## src/rtl/int_arith_pkg.sv

```systemverilog
// -----------------------------------------------------------------------------
// int_arith_pkg
// Shared constants and helpers for the integer-field arithmetic pipelines
// (int_sub_pipe and the integer add pipeline).
//   DATA_W_DEF  - default total operand/result width
//   FRAC_W_DEF  - default number of low fraction bits
//   SUB_W_MAX   - widest integer field the helper function can handle
//   sub_int_field(d1, d2, sat, int_w) - integer-field subtract with borrow
//                                       and optional clamp-to-zero
// -----------------------------------------------------------------------------
package int_arith_pkg;

   localparam int DATA_W_DEF = 12;
   localparam int FRAC_W_DEF = 4;
   localparam int SUB_W_MAX  = 32;

   // Operands are integer fields already zero-extended to SUB_W_MAX bits.
   // Returns {borrow, diff}; diff is reduced modulo 2^int_w, or forced to
   // zero when sat is set and the subtraction borrowed.
   function automatic logic [SUB_W_MAX:0] sub_int_field(
      input logic [SUB_W_MAX-1:0] d1,
      input logic [SUB_W_MAX-1:0] d2,
      input logic                 sat,
      input int unsigned          int_w
   );
      logic [SUB_W_MAX:0]   full_s;
      logic [SUB_W_MAX-1:0] mask_s;
      logic [SUB_W_MAX-1:0] diff_s;
      logic                 borrow_s;
      full_s   = {1'b0, d1} - {1'b0, d2};
      // Both operands are zero-extended, so the top bit is the borrow of
      // the int_w-bit subtraction as well.
      borrow_s = full_s[SUB_W_MAX];
      mask_s   = ~({SUB_W_MAX{1'b1}} << int_w);
      if (sat && borrow_s) begin
         diff_s = {SUB_W_MAX{1'b0}};
      end else begin
         diff_s = full_s[SUB_W_MAX-1:0] & mask_s;
      end
      return {borrow_s, diff_s};
   endfunction

endpackage

```

## src/rtl/int_pipe_stage.sv

```systemverilog
// -----------------------------------------------------------------------------
// int_pipe_stage
// One register stage of a stallable delay chain: valid bit plus data word.
// Loads when en_i is high, holds otherwise (bubbles are held too).
// Ports:
//   clk_i   - system clock
//   rst_i   - synchronous reset, active-high; clears valid and data
//   en_i    - advance enable for the whole pipe
//   valid_i - valid from the previous stage
//   data_i  - data word from the previous stage
//   valid_o - registered valid
//   data_o  - registered data word
// -----------------------------------------------------------------------------
module int_pipe_stage
   import int_arith_pkg::*;
#(
   parameter int WORD_W = DATA_W_DEF + 1
) (
   input  logic              clk_i,
   input  logic              rst_i,
   input  logic              en_i,
   input  logic              valid_i,
   input  logic [WORD_W-1:0] data_i,
   output logic              valid_o,
   output logic [WORD_W-1:0] data_o
);

   logic              valid_r;
   logic [WORD_W-1:0] data_r;

   // Stage register: reset, shift on enable, hold on stall.
   always_ff @(posedge clk_i) begin
      if (rst_i) begin
         valid_r <= 1'b0;
         data_r  <= {WORD_W{1'b0}};
      end else if (en_i) begin
         valid_r <= valid_i;
         data_r  <= data_i;
      end else begin
         valid_r <= valid_r;
         data_r  <= data_r;
      end
   end

   assign valid_o = valid_r;
   assign data_o  = data_r;

endmodule

```

## src/rtl/int_sub_pipe.sv

```systemverilog
// -----------------------------------------------------------------------------
// int_sub_pipe
// Pipelined fixed-point subtractor on the integer field with valid/ready
// handshake and full-pipeline stall. The fraction field of the result is
// always zero. Stage 1 computes, the remaining LATENCY-1 stages only delay.
// Ports:
//   clk_i       - system clock
//   rst_i       - synchronous reset, active-high
//   valid_i     - operand pair valid
//   ready_o     - operand pair can be accepted this cycle
//   data_1_i    - minuend
//   data_2_i    - subtrahend
//   sat_en_i    - clamp result to 0 on borrow (sampled with operands)
//   valid_o     - result valid
//   ready_i     - downstream accepts the result
//   data_diff_o - result, fraction bits always 0
//   borrow_o    - unsigned underflow on the integer field
//   occupancy_o - number of valid entries in the pipe
// -----------------------------------------------------------------------------
module int_sub_pipe
   import int_arith_pkg::*;
#(
   parameter int DATA_W  = DATA_W_DEF,
   parameter int FRAC_W  = FRAC_W_DEF,
   parameter int LATENCY = 5
) (
   input  logic              clk_i,
   input  logic              rst_i,
   input  logic              valid_i,
   output logic              ready_o,
   input  logic [DATA_W-1:0] data_1_i,
   input  logic [DATA_W-1:0] data_2_i,
   input  logic              sat_en_i,
   output logic              valid_o,
   input  logic              ready_i,
   output logic [DATA_W-1:0] data_diff_o,
   output logic              borrow_o,
   output logic [3:0]        occupancy_o
);

   localparam int INT_W  = DATA_W - FRAC_W;
   // Stored word: {borrow, diff_int, fraction zeros}.
   localparam int WORD_W = DATA_W + 1;

   logic                 adv_s;
   logic                 accept_s;
   logic                 consume_s;
   logic [SUB_W_MAX:0]   sub_res_s;
   logic [WORD_W-1:0]    stage1_word_s;
   logic                 s1_valid_r;
   logic [WORD_W-1:0]    s1_data_r;
   logic [LATENCY-1:0]   valid_chain_s;
   logic [WORD_W-1:0]    data_chain_s [LATENCY];
   logic [3:0]           occ_r;
   logic [SUB_W_MAX-1:INT_W]       sub_unused_s;
   logic [2*FRAC_W-1:0]            frac_unused_s;

   // The whole pipe shifts unless a valid result is blocked downstream.
   assign adv_s     = ~valid_o | ready_i;
   assign ready_o   = adv_s;
   assign accept_s  = valid_i & adv_s;
   assign consume_s = valid_o & ready_i;

   // Integer-field subtract for the operand pair at the input.
   always_comb begin
      sub_res_s     = sub_int_field(SUB_W_MAX'(data_1_i[DATA_W-1:FRAC_W]),
                                    SUB_W_MAX'(data_2_i[DATA_W-1:FRAC_W]),
                                    sat_en_i, INT_W);
      stage1_word_s = {sub_res_s[SUB_W_MAX], sub_res_s[INT_W-1:0],
                       {FRAC_W{1'b0}}};
   end

   // Bits that are intentionally ignored: fraction inputs and the upper
   // part of the helper's wide difference.
   assign sub_unused_s  = sub_res_s[SUB_W_MAX-1:INT_W];
   assign frac_unused_s = {data_1_i[FRAC_W-1:0], data_2_i[FRAC_W-1:0]};

   // Stage 1 register: captures the subtract result whenever the pipe moves.
   always_ff @(posedge clk_i) begin
      if (rst_i) begin
         s1_valid_r <= 1'b0;
         s1_data_r  <= {WORD_W{1'b0}};
      end else if (adv_s) begin
         s1_valid_r <= valid_i;
         s1_data_r  <= stage1_word_s;
      end else begin
         s1_valid_r <= s1_valid_r;
         s1_data_r  <= s1_data_r;
      end
   end

   assign valid_chain_s[0] = s1_valid_r;
   assign data_chain_s[0]  = s1_data_r;

   // Pure delay stages 2..LATENCY share the same advance enable.
   for (genvar g = 1; g < LATENCY; g++) begin : g_delay
      int_pipe_stage #(
         .WORD_W (WORD_W)
      ) u_stage (
         .clk_i   (clk_i),
         .rst_i   (rst_i),
         .en_i    (adv_s),
         .valid_i (valid_chain_s[g-1]),
         .data_i  (data_chain_s[g-1]),
         .valid_o (valid_chain_s[g]),
         .data_o  (data_chain_s[g])
      );
   end

   assign valid_o     = valid_chain_s[LATENCY-1];
   assign data_diff_o = data_chain_s[LATENCY-1][DATA_W-1:0];
   assign borrow_o    = data_chain_s[LATENCY-1][DATA_W];

   // Occupancy counter: tracks accepted-but-not-consumed entries.
   always_ff @(posedge clk_i) begin
      if (rst_i) begin
         occ_r <= 4'd0;
      end else begin
         case ({accept_s, consume_s})
            2'b10:   occ_r <= occ_r + 4'd1;
            2'b01:   occ_r <= occ_r - 4'd1;
            default: occ_r <= occ_r;
         endcase
      end
   end

   assign occupancy_o = occ_r;

endmodule

```

## config.mk

```make
export PLATFORM = sky130hd
export DESIGN_NAME = int_sub_pipe
export DESIGN_NICKNAME = d
export VERILOG_FILES = /design/src/rtl/int_arith_pkg.sv /design/src/rtl/int_pipe_stage.sv /design/src/rtl/int_sub_pipe.sv
export SDC_FILE = /design/constraint.sdc
export NUM_CORES = 1
export LEC_CHECK = 0
export ABC_AREA = 1
export CORE_ASPECT_RATIO = 0.6
export CORE_MARGIN = 4
export CORE_UTILIZATION = 30
export CTS_BUF_LIST = sky130_fd_sc_hd__clkbuf_4 sky130_fd_sc_hd__clkbuf_8
export DETAILED_ROUTE_END_ITERATION = 8
export HOLD_SLACK_MARGIN = 0.05
export MAX_ROUTING_LAYER = met4
export PLACE_DENSITY_LB_ADDON = 0.25
export SLEW_MARGIN = 30
export SYNTH_ARGS = -nofsm -noshare
export SYNTH_HDL_FRONTEND = slang
export SYNTH_SLANG_ARGS = --single-unit
```

## constraint.sdc

```tcl
create_clock -name clk_i -period 4.36 [get_ports clk_i]
set_clock_uncertainty 0.15 [all_clocks]
set_input_delay 0.436 -clock clk_i [delete_from_list [all_inputs] [get_ports clk_i]]
set_output_delay 0.436 -clock clk_i [all_outputs]
set_load 0.02 [all_outputs]
```

==> flow_summary.yaml <==
floorplanning:
  floorplan.initialDensity: 0.318
  die_area_sq_um: 10200
  num_io_pins: 48
  core.rowCount: 25
  core_sq_um: 8130
  die_h_microns: 79.9
  fp.dieW_microns: 128
synthesis:
  post-synth-top-area-cell: "dfxtp_1"
  ys_async_sr_fraction: 0
  synthFlopType: "dfxtp_1"
  postSynthCellCount: 351
  synth_edf_count: 0
  syn_area_sq_um: 2580
  syn_area_per_cell_sq_um: 7.36
  ys_ff_latch: 54
  yosysWarnings: 0
  yosysSeqAreaShare: 0.418
  synthTopCellsByCount: "nor2_1, dfxtp_1, nand2_1"
  yosys-top-cells-area: "dfxtp_1, nor2_1, o21ai_0"
  synth.distinct_cells: 26
  synth_top_area_frac: 0.418
  yosysMostFrequentCell: "nor2_1"
clock_network:
  cts_made_buffers: 5
  clk_latency_ns: 0.30
  cts_htree_levels: 2
  cts_resized: 0
  cts_tree: "built"
  cts_setup_buffers: 0
  cts.sinks: 54
  cts_buffer_depth: 2
  cts_root_buf: "clkbuf_8"
  clkTransAtPathRegs_ns: 0.09
  hold_buffers: 0
placed_design:
  dp_slack_ns: 1.69
  portBuffers: 35
  place_inst: 471
  hpwl_microns: 3310
  place.gp.congestion: 0.763
sta:
  fin_crit_ns: 2.67
  slew_viol_final: 0
  final_hold_viol_count: 0
  rsz0062_at_grt: "no"
  max_slew_margin: 0.529
  timing.fmax_ghz: 0.374
  tightest_slew_ns: 0.705
  totalNegativeSetupSlack_ns: 0
  post-route-period-util: 0.613
  fin_ws_ns: 1.69
  setup_viol: 0
setup_path:
  path_max_fanout: 43
  worst_ep_arrival_time_ns: 2.09
  endpoint_kind: "output port"
  worstSetupPathType: "in2out"
  startpoint_type: "primary input"
  startpoint: "ready_i"
  critPathRequiredTime_ns: 3.77
  reg2reg_from: "g_delay[4].u_stage.valid_o$_SDFFE_PP0N_"
grt:
  grt_pass1_wl_microns: 8670
  antenna_found_initial: 0
  first_global_vias: 1990
  grt_max_degree: 51
  grt_usage: 0.104
  grt-ovfl-total: 0
finish:
  fillCellCount: 864
  register_area_sq_um: 1080
  fin_cells: 479
  diodes: 0
  nets: 411
  syn2layout_area_growth_pct: 16.5
  multi_input_area_sq_um: 1180
  layout-drive-gt1-share: 0.0701
power_and_ir_drop:
  ir_drop_uv: 141
  cellLeakagePower_nw: 1.31
  power_density_nw_per_um2: 343
  p_clk_frac: 0.313
  p_comb_frac: 0.164
  p_sw_w: 0.000264
  p_int_w: 0.000768
  seqPwrFrac: 0.523
  switching_share: 0.256
  power_w: 0.00103
run:
  max-cap-violations: 0
hold_path:
  min_from: "g_delay[3].u_stage.valid_o$_SDFFE_PP0N_"
  hold_path_class: "reg2reg"
route:
  wl_microns: 4850
  ant_nets: 0
  drt_first_iter_violations: 94
  drcViolationCount: 0
  routed_via_density: 4.31
  firstDrtPassIters: 4
  routedWlPerCell_microns: 10.1
  route.vias.total: 2063
run_status:
  status: "finished, final reports clean"
-- stage by stage --
| step | utilization | instance area [sq um] | hold WS [ns] |
|---|---|---|---|
| finish | 0.370 | 3010 | 0.314 |
| global route | 0.370 | 3010 | 0.328 |
| CTS | 0.370 | 3010 | 0.316 |
| detailed placement | 0.357 | 2900 | 0.300 |
| global placement | 0.357 | 2900 | 0.294 |
| floorplan | - | 2590 | 0.279 |
-- worst paths after layout --
path / to / slack, ns / cells after the start
setup / recovery: ready_o / 1.69 / 4
hold / removal: g_delay[3].u_stage.valid_o$_SDFFE_PP0N_ / 0.31 / 2
setup reg to reg: occupancy_o[2]$_SDFFE_PP0P_ / 2.32 / 10
hold reg to reg: g_delay[3].u_stage.valid_o$_SDFFE_PP0N_ / 0.31 / 2
-- cell usage in the layout, fill, tap and decap left out --
cell | synthesis | layout
conb_1 | 1 | 4
nand2_4 | 1 | 1
o21ai_0 | 42 | 42
inv_1 | 37 | 36
or2_1 | 1 | 1
nand2_1 | 54 | 54
a21oi_2 | 8 | 8
nand3_2 | 3 | 3
dfxtp_1 | 54 | 54
xnor2_1 | 2 | 2
or2_2 | 2 | 2
fa_1 | 1 | 1
a21oi_1 | 7 | 7
clkdlybuf4s50_1 | 0 | 35
xor2_1 | 3 | 3
or2_4 | 1 | 1
inv_6 | 1 | 1
nor2_1 | 84 | 84
clkbuf_8 | 0 | 5
nand3_1 | 8 | 8
nand3b_1 | 1 | 1
clkinv_2 | 0 | 2
inv_2 | 0 | 1
ha_1 | 11 | 11
nand4_1 | 2 | 2
bufinv_16 | 0 | 1
buf_4 | 15 | 1
-- cell families after synthesis --
kind of cell	after synthesis	synth area share
simple gates	157	0.250
buf+inv	65	0.130
compound gates	57	0.122
flops	54	0.418
fa+ha+maj	12	0.0610
xor+xnor	5	0.0170
other cells	1	0.00145
-- per-layer routing --
layer / vias up / part of all wire / wire [microns] / track usage
li1: 1113 / - / - / -
met1: 911 / 0.55 / 2680 / 0.141
met2: 34 / 0.40 / 1930 / 0.157
met3: 5 / 0.042 / 202 / 0.0287
met4: 0 / 0.0060 / 29 / 0.0191
met5: - / 0 / 0 / -
-- cell type report --
class / instances / share of cell area
Multi-Input combinational cell: 235 / 0.392
Sequential cell: 54 / 0.359
Timing Repair Buffer: 36 / 0.119
Inverter: 38 / 0.0491
Tap cell: 108 / 0.0449
Clock buffer: 5 / 0.0229
Clock inverter: 3 / 0.0133
-- registers in the layout, indices dropped and copies added (netlist names) --
register and flops:
g_delay.u_stage.data_o 36, s1_valid_r 1, occupancy_o 4, g_delay.u_stage.valid_o 4
s1_data_r 9
-- critical path, stage by stage --
cell             delay [ns]
clkdlybuf4s50_1        0.48
or2_1                  0.12
buf_4                  0.37
clkdlybuf4s50_1        0.68
-- power by group through the flow --
| stage | clock, W | sequential (W) | combinational [W] |
|---|---|---|---|
| after CTS | 0.000337 | 0.000540 | 0.000171 |
| after floorplan | 0 | 0.000552 | 0.000122 |
| final | 0.000324 | 0.000540 | 0.000169 |
| after global routing | 0.000363 | 0.000544 | 0.000195 |
| after detailed placement | 0 | 0.000551 | 0.000170 |
| after global placement | 0 | 0.000550 | 0.000169 |
Power figures use the tool's default switching activity.
